[src/rtl/flow_aging_scheduler_pkg.sv]
// Shared types and helpers for the flow aging scheduler: FSM state encoding,
// stored etime width and the expiry compare used by the scanner.
package flow_aging_scheduler_pkg;

    // Width of a stored expiry time; matches the etime RAM data width.
    localparam int EXP_TIME_NBITS = 16;

    typedef enum logic [2:0] {
        ST_IDLE     = 3'd0,
        ST_WAIT_INT = 3'd1,
        ST_RD       = 3'd2,
        ST_ACK      = 3'd3,
        ST_CMP      = 3'd4,
        ST_DEL      = 3'd5,
        ST_NEXT     = 3'd6
    } aging_state_e;

    // Modular age compare; an etime of zero marks an unused entry.
    function automatic logic is_expired(
        input logic [EXP_TIME_NBITS-1:0] now,
        input logic [EXP_TIME_NBITS-1:0] etime,
        input logic [EXP_TIME_NBITS-1:0] timeout
    );
        logic [EXP_TIME_NBITS-1:0] age;
        age = now - etime;
        return (etime != {EXP_TIME_NBITS{1'b0}}) && (age > timeout);
    endfunction

endpackage

[src/rtl/flow_etime_rd_arb.sv]
// Strict-priority read-port arbiter for the flow etime RAM. The lookup path always
// wins; the owner register steers the one-cycle-later ack back to its requester.
module flow_etime_rd_arb #(
    parameter int ADDR_NBITS = 4
) (
    input  logic                  clk,
    input  logic                  rst_n,
    input  logic                  i_lkp_rd,
    input  logic [ADDR_NBITS-1:0] i_lkp_raddr,
    input  logic                  i_scan_rd,
    input  logic [ADDR_NBITS-1:0] i_scan_raddr,
    input  logic                  i_ram_ack,
    output logic                  o_ram_rd,
    output logic [ADDR_NBITS-1:0] o_ram_raddr,
    output logic                  o_scan_grant,
    output logic                  o_lkp_ack,
    output logic                  o_scan_ack
);

    logic r_owner_lkp;

    // Record which requester owns the read issued this cycle.
    always_ff @(posedge clk or negedge rst_n) begin
        if (!rst_n) begin
            r_owner_lkp <= 1'b0;
        end else begin
            r_owner_lkp <= i_lkp_rd;
        end
    end

    assign o_scan_grant = i_scan_rd & ~i_lkp_rd;
    assign o_ram_rd     = i_lkp_rd | o_scan_grant;
    assign o_ram_raddr  = i_lkp_rd ? i_lkp_raddr : i_scan_raddr;
    assign o_lkp_ack    = i_ram_ack & r_owner_lkp;
    assign o_scan_ack   = i_ram_ack & ~r_owner_lkp;

endmodule

[src/rtl/flow_aging_scheduler.sv]
// Shares the etime RAM read port between lookups and a background aging scanner
// that issues delete requests for expired flows. Optional statistics counters are
// built when FLOW_AGING_STATS_EN is defined.
module flow_aging_scheduler
    import flow_aging_scheduler_pkg::*;
#(
    parameter int VALUE_DEPTH_NBITS = 4,
    parameter int REAL_TIME_NBITS   = 32,
    parameter int INTERVAL_NBITS    = 16
) (
    input  logic                         clk,
    input  logic                         rst_n,
    input  logic                         cfg_aging_en,
    input  logic [EXP_TIME_NBITS-1:0]    cfg_timeout,
    input  logic [INTERVAL_NBITS-1:0]    cfg_scan_interval,
    input  logic [REAL_TIME_NBITS-1:0]   current_time,
    input  logic                         lkp_etime_rd,
    input  logic [VALUE_DEPTH_NBITS-1:0] lkp_etime_raddr,
    output logic                         lkp_etime_ack,
    output logic [EXP_TIME_NBITS-1:0]    lkp_etime_rdata,
    output logic                         flow_etime_rd,
    output logic [VALUE_DEPTH_NBITS-1:0] flow_etime_raddr,
    input  logic                         flow_etime_ack,
    input  logic [EXP_TIME_NBITS-1:0]    flow_etime_rdata,
    output logic                         aging_del_valid,
    output logic [VALUE_DEPTH_NBITS-1:0] aging_del_fid,
    input  logic                         aging_del_ready,
`ifdef FLOW_AGING_STATS_EN
    output logic [31:0]                  stat_del_cnt,
    output logic [31:0]                  stat_stall_cnt,
    output logic [15:0]                  stat_pass_cnt,
`endif
    output logic                         scan_done
);

    aging_state_e                 r_state;
    aging_state_e                 w_next_state;
    logic [VALUE_DEPTH_NBITS-1:0] r_scan_ptr;
    logic [INTERVAL_NBITS-1:0]    r_int_cnt;
    logic [EXP_TIME_NBITS-1:0]    r_etime;
    logic                         w_scan_req;
    logic                         w_scan_grant;
    logic                         w_scan_ack;
    logic                         w_ptr_last;
    logic                         w_expired;
    logic [EXP_TIME_NBITS-1:0]    w_now;

    flow_etime_rd_arb #(
        .ADDR_NBITS (VALUE_DEPTH_NBITS)
    ) u_rd_arb (
        .clk          (clk),
        .rst_n        (rst_n),
        .i_lkp_rd     (lkp_etime_rd),
        .i_lkp_raddr  (lkp_etime_raddr),
        .i_scan_rd    (w_scan_req),
        .i_scan_raddr (r_scan_ptr),
        .i_ram_ack    (flow_etime_ack),
        .o_ram_rd     (flow_etime_rd),
        .o_ram_raddr  (flow_etime_raddr),
        .o_scan_grant (w_scan_grant),
        .o_lkp_ack    (lkp_etime_ack),
        .o_scan_ack   (w_scan_ack)
    );

    assign lkp_etime_rdata = flow_etime_rdata;
    assign w_now           = current_time[REAL_TIME_NBITS-1 -: EXP_TIME_NBITS];
    assign w_ptr_last      = &r_scan_ptr;
    assign w_expired       = is_expired(w_now, r_etime, cfg_timeout);

    // Scanner next-state logic; a disable only takes effect between entries.
    always_comb begin
        w_next_state = r_state;
        w_scan_req   = 1'b0;
        case (r_state)
            ST_IDLE: begin
                if (cfg_aging_en) w_next_state = ST_WAIT_INT;
                else              w_next_state = ST_IDLE;
            end
            ST_WAIT_INT: begin
                if (!cfg_aging_en)                          w_next_state = ST_IDLE;
                else if (r_int_cnt == {INTERVAL_NBITS{1'b0}}) w_next_state = ST_RD;
                else                                        w_next_state = ST_WAIT_INT;
            end
            ST_RD: begin
                w_scan_req = 1'b1;
                if (w_scan_grant) w_next_state = ST_ACK;
                else              w_next_state = ST_RD;
            end
            ST_ACK: begin
                if (w_scan_ack) w_next_state = ST_CMP;
                else            w_next_state = ST_ACK;
            end
            ST_CMP: begin
                if (w_expired) w_next_state = ST_DEL;
                else           w_next_state = ST_NEXT;
            end
            ST_DEL: begin
                if (aging_del_ready) w_next_state = ST_NEXT;
                else                 w_next_state = ST_DEL;
            end
            ST_NEXT: begin
                if (w_ptr_last)        w_next_state = ST_IDLE;
                else if (cfg_aging_en) w_next_state = ST_RD;
                else                   w_next_state = ST_IDLE;
            end
            default: w_next_state = ST_IDLE;
        endcase
    end

    // Scanner state, pointer, interval counter and latched etime.
    always_ff @(posedge clk or negedge rst_n) begin
        if (!rst_n) begin
            r_state    <= ST_IDLE;
            r_scan_ptr <= {VALUE_DEPTH_NBITS{1'b0}};
            r_int_cnt  <= {INTERVAL_NBITS{1'b0}};
            r_etime    <= {EXP_TIME_NBITS{1'b0}};
        end else begin
            r_state <= w_next_state;
            if (r_state == ST_IDLE && cfg_aging_en) begin
                r_int_cnt <= cfg_scan_interval;
            end else if (r_state == ST_WAIT_INT && r_int_cnt != {INTERVAL_NBITS{1'b0}}) begin
                r_int_cnt <= r_int_cnt - {{(INTERVAL_NBITS-1){1'b0}}, 1'b1};
            end
            // Natural overflow wraps the pointer to entry 0 after the last entry.
            if (r_state == ST_NEXT) begin
                r_scan_ptr <= r_scan_ptr + {{(VALUE_DEPTH_NBITS-1){1'b0}}, 1'b1};
            end
            if (r_state == ST_ACK && w_scan_ack) begin
                r_etime <= flow_etime_rdata;
            end
        end
    end

    assign aging_del_valid = (r_state == ST_DEL);
    assign aging_del_fid   = r_scan_ptr;
    assign scan_done       = (r_state == ST_NEXT) && w_ptr_last;

`ifdef FLOW_AGING_STATS_EN
    logic [31:0] r_del_cnt;
    logic [31:0] r_stall_cnt;
    logic [15:0] r_pass_cnt;

    // Saturating event counters for deletes, RD stalls and completed passes.
    always_ff @(posedge clk or negedge rst_n) begin
        if (!rst_n) begin
            r_del_cnt   <= 32'd0;
            r_stall_cnt <= 32'd0;
            r_pass_cnt  <= 16'd0;
        end else begin
            if (aging_del_valid && aging_del_ready && r_del_cnt != 32'hFFFF_FFFF) begin
                r_del_cnt <= r_del_cnt + 32'd1;
            end
            if (r_state == ST_RD && !w_scan_grant && r_stall_cnt != 32'hFFFF_FFFF) begin
                r_stall_cnt <= r_stall_cnt + 32'd1;
            end
            if (scan_done && r_pass_cnt != 16'hFFFF) begin
                r_pass_cnt <= r_pass_cnt + 16'd1;
            end
        end
    end

    assign stat_del_cnt   = r_del_cnt;
    assign stat_stall_cnt = r_stall_cnt;
    assign stat_pass_cnt  = r_pass_cnt;
`endif

endmodule

[config.mk]
export PLATFORM = sky130hd
export DESIGN_NAME = flow_aging_scheduler
export DESIGN_NICKNAME = d
export VERILOG_FILES = /design/src/rtl/flow_aging_scheduler_pkg.sv /design/src/rtl/flow_etime_rd_arb.sv /design/src/rtl/flow_aging_scheduler.sv
export SDC_FILE = /design/constraint.sdc
export NUM_CORES = 1
export LEC_CHECK = 0
export CAP_MARGIN = 20
export CORE_UTILIZATION = 30
export DETAILED_ROUTE_END_ITERATION = 10
export PLACE_DENSITY = 0.67
export SETUP_SLACK_MARGIN = 0.15
export SYNTH_ARGS = -nofsm -noshare
export SYNTH_HDL_FRONTEND = slang
export SYNTH_SLANG_ARGS = --single-unit
[constraint.sdc]
create_clock -name clk -period 4.14 [get_ports clk]
set_clock_uncertainty 0.05 [all_clocks]
set_input_delay 0.828 -clock clk [delete_from_list [all_inputs] [get_ports clk]]
set_output_delay 0.828 -clock clk [all_outputs]
set_load 0.02 [all_outputs]
==> impl_metrics.py, run 1 <==
metrics = {
    "routing": {
        "vias_per_cell": 4.78,
        "drt-wirelength-per-cell_um": 13.1,
        "vias": 3035,
        "route.antenna.remaining_nets": 0,
        "wirelength_mm": 8.30,
        "detailedRoute.firstIterationViolations": 91,
        "detail_route.drc_violations": 0,
        "detailed_router_iteration_count_before_antenna_repair": 4,
    },
    "min_path": {
        "hp-class": "reg2reg",
        "holdPathStages": 1,
        "min_to": "aging_del_fid[3]",
        "startpoint_of_the_lowest_slack_hold_path": "aging_del_fid[3]",
    },
    "worst_setup_path": {
        "setup.worst_path.class": "in2reg",
        "worst_setup_path_end_kind": "flop",
        "critical_path.reg2reg.startpoint": "r_etime[1]",
        "worstReg2RegEnd": "r_state[0]",
        "crit_path_max_fanout": 3,
        "cp.required_ps": 4280,
        "cp-start-kind": "input pin",
        "rrSetupSlack_ps": 780,
        "reg2reg_depth": 16,
        "arrival_ps": 3960,
    },
    "floorplan": {
        "coreArea_um2": 10500,
        "die_area_um2": 11400,
        "ioPinCount": 118,
        "fp.dieW_um": 107,
        "core.rowCount": 37,
        "initial_utilization_pct": 31.4,
        "die_y_um": 107,
    },
    "cts": {
        "clock_path_buffers": 2,
        "clock_tree.root_cell": "clkbuf_8",
        "clk-insertion-delay-late_ps": 290,
        "tritoncts_num_sinks": 40,
        "clock_tree.htree_level_count": 2,
        "worst_setup_hold_path_clk_slew_ps": 80,
        "clock_tree_from_tritoncts": "done",
        "numCtsBuffers": 5,
    },
    "synthesis": {
        "synthFlopType": "dfrtp_1",
        "synth_edf_count": 0,
        "synthDistinctLibCells": 52,
        "synth.ff_latch_count": 40,
        "muxShareOfSynthArea_pct": 2.36,
        "synth_simple_gate_area_share_pct": 19.3,
        "synth-compound-area-share_pct": 16.8,
        "synth-xor-area-share_pct": 7.73,
        "dominant_combinational_cell_family_by_area_after_synthesis": "simple AND/OR/NAND/NOR gates",
        "net_count_after_synthesis": 517,
        "syn-cell-area_um2": 3280,
        "synthCells": 393,
        "ys.warnings.count": 0,
        "synth_seq_area_share_pct": 30.5,
        "fraction_of_registers_with_async_set_reset_pct": 100,
        "synth_fa_ha_area_share_pct": 13.2,
        "synth.avg_cell_area_um2": 8.36,
    },
    "power": {
        "internal_power_mw": 1.70,
        "p_per_area_nw_per_um2": 631,
        "p_clk_share_pct": 10.4,
        "power.net_switching_mw": 1.32,
        "power_frac_comb_pct": 65.5,
        "switching_share_pct": 43.7,
        "peakVddDrop_uv": 259,
        "post-layout-total-power_mw": 3.02,
        "share_seq_of_total_power_pct": 24.1,
        "p_leak_nw": 2.08,
    },
    "placement": {
        "gp_congestion": 0.844,
        "dpl_cell_area_um2": 4440,
        "dpl.hpwl_mm": 6.69,
        "numPortBuffers": 101,
    },
    "job": {
        "drv.max_cap_violation_count": 0,
    },
    "timing": {
        "finalHoldViolCount": 0,
        "finalCriticalPeriod_ps": 3830,
        "min_period_over_period_pct": 92.4,
        "slew_violations": 0,
        "fmaxAchievable_mhz": 261,
        "grt_setup_unrepaired": "no",
        "max_slew.worst_pin.slew_ps": 925,
        "finalSetupViolations": 0,
        "worst_hold_slack_ps": 510,
        "timing.slew.headroom_pct": 38.3,
    },
    "outcome": {
        "status": "complete, no violations",
    },
    "layout": {
        "postLayoutCoreUtil_pct": 45.7,
        "area_overhead_vs_synth_pct": 45.6,
        "finish.net_count": 622,
        "stdcell_area_um2": 4780,
        "insertedDiodeCount": 0,
        "layout-drive-gt1-share_pct": 14.6,
    },
    "global_route": {
        "grt_overflow": 0,
        "antenna_found_initial": 0,
        "grt_util_all_layers_pct": 15.2,
        "wire_length_of_the_first_global_routing_pass_mm": 14.1,
        "grt_max_degree": 41,
        "first_global_vias": 3094,
    },
}
[cells in the mapped netlist (8+ instances only)]
master | number | area, um2
a21oi_1 | 16 | 80.1
buf_4 | 16 | 120
dfrtp_1 | 40 | 1000
ha_1 | 33 | 413
inv_1 | 44 | 165
nand2_1 | 47 | 176
nor2_1 | 21 | 78.8
nor3_1 | 8 | 40.0
nor4_1 | 10 | 62.6
o21ai_0 | 32 | 160
o21ai_1 | 10 | 50.1
xnor2_1 | 22 | 193
[area by class of cell]
cell class              count  area (um2)
clock inverters             2        35.0
inverters                  44         165
multi-input cells         285        2160
fillers                  1038        5680
well taps                 136         170
repair buffers            122        1180
clock buffers               6        72.6
flip-flops and latches     40        1000
[critical path, cell delays in order]
cell	delay (ps)
clkdlybuf4s50_1	410
ha_1	340
and3_1	160
a221o_1	380
a32oi_2	230
nand2b_1	90
xor2_1	150
ha_1	320
nand3_2	90
nor3_4	220
o21ai_2	100
a21oi_2	130
o211ai_1	110
buf_4	160
o41ai_2	250
[stage by stage]
| stage | TNS, ps | instances | setup slack, ps |
|---|---|---|---|
| after global routing | 0 | 635 | 149 |
| after global placement | -465 | 624 | -234 |
| after detailed placement | -878 | 624 | -457 |
| after floorplan | 0 | 393 | 626 |
| after CTS | 0 | 633 | 154 |
| final | 0 | 635 | 314 |
[state kept, by name, summed over array words and instances (netlist names)]
signal	cells
r_etime	16
u_rd_arb.r_owner_lkp	1
r_state	3
aging_del_fid	4
r_int_cnt	16
[cells in the final DEF (no fill, tap or decap), types with 3 or more instances in the layout]
cell type	netlist	final
clkdlybuf4s50_1	0	96
nand2_1	47	46
inv_1	44	43
dfrtp_1	40	40
ha_1	33	27
o21ai_0	32	26
xnor2_1	22	22
nor2_1	21	20
buf_4	16	20
a21oi_1	16	12
o21ai_1	10	12
nor4_1	10	9
xor2_1	7	7
nor3_1	8	6
mux2_2	6	6
ha_4	0	6
o21ai_2	1	5
nand4_1	5	5
a21o_1	5	5
nand3_1	7	5
and3_1	6	5
clkbuf_8	0	5
a21oi_2	0	4
dlymetal6s2s_1	0	4
o31ai_1	5	3
a31oi_1	4	3
and4_1	3	3
nand3_2	1	3
or4_1	3	3
[how the worst max path moves through the flow]
| stage | from | endpoint | slack [ps] | cells after the start |
|---|---|---|---|---|
| floorplan | current_time[17] | r_state[0] | 630 | 14 |
| global placement | current_time[17] | r_state[0] | -230 | 15 |
| detailed placement | current_time[16] | r_state[0] | -460 | 16 |
| CTS | current_time[20] | r_state[0] | 150 | 15 |
| global route | current_time[24] | r_state[0] | 150 | 16 |
| finish | current_time[19] | r_state[0] | 310 | 15 |
[metal layers]
layer / share of wire (%) / GRT usage, %
met1: 47 / 20.2
met2: 49 / 26.6
met3: 3.9 / 1.88
met4: 0.61 / 2.35
met5: 0 / 0
[cells by family (layout without fill, tap and decap cells)]
kind of cell    count (synthesis)  after routing
xor+xnor                       29             29
compound gates                 89             89
mux                             7              7
simple gates                  126            126
flops                          40             40
buf+inv                        68            174
fa+ha+maj                      34             34
[power groups by stage]
stage	sequential [mW]	clock, mW	combinational [mW]
3_5_place_dp	0.732	0	1.69
4_1_cts	0.726	0.324	1.75
3_3_place_gp	0.721	0	1.63
6_report	0.728	0.312	1.98
2_1_floorplan	0.683	0	1.23
5_1_grt	0.755	0.342	2.24
[repair_timing]
item / 4_1_cts / 5_1_grt
buffers inserted: 1 / 2
endpoints found under the setup margin: 2 / 2
hold buffers: 0 / 0
resized for setup: 13 / 34
pin swaps: 6 / 19
Note: power is estimated with default switching activity, not from simulation.
==> run 2: changes to the inputs <==
--- a/config.mk
+++ b/config.mk
@@ -5,6 +5,7 @@
 export SDC_FILE = /design/constraint.sdc
 export NUM_CORES = 1
 export LEC_CHECK = 0
+export ABC_CLOCK_PERIOD_IN_PS = 4140
 export CAP_MARGIN = 20
 export CORE_UTILIZATION = 30
 export DETAILED_ROUTE_END_ITERATION = 10
==> results of run 2 <==
No change in the layout: final DEF, timing and power equal those of run 1.
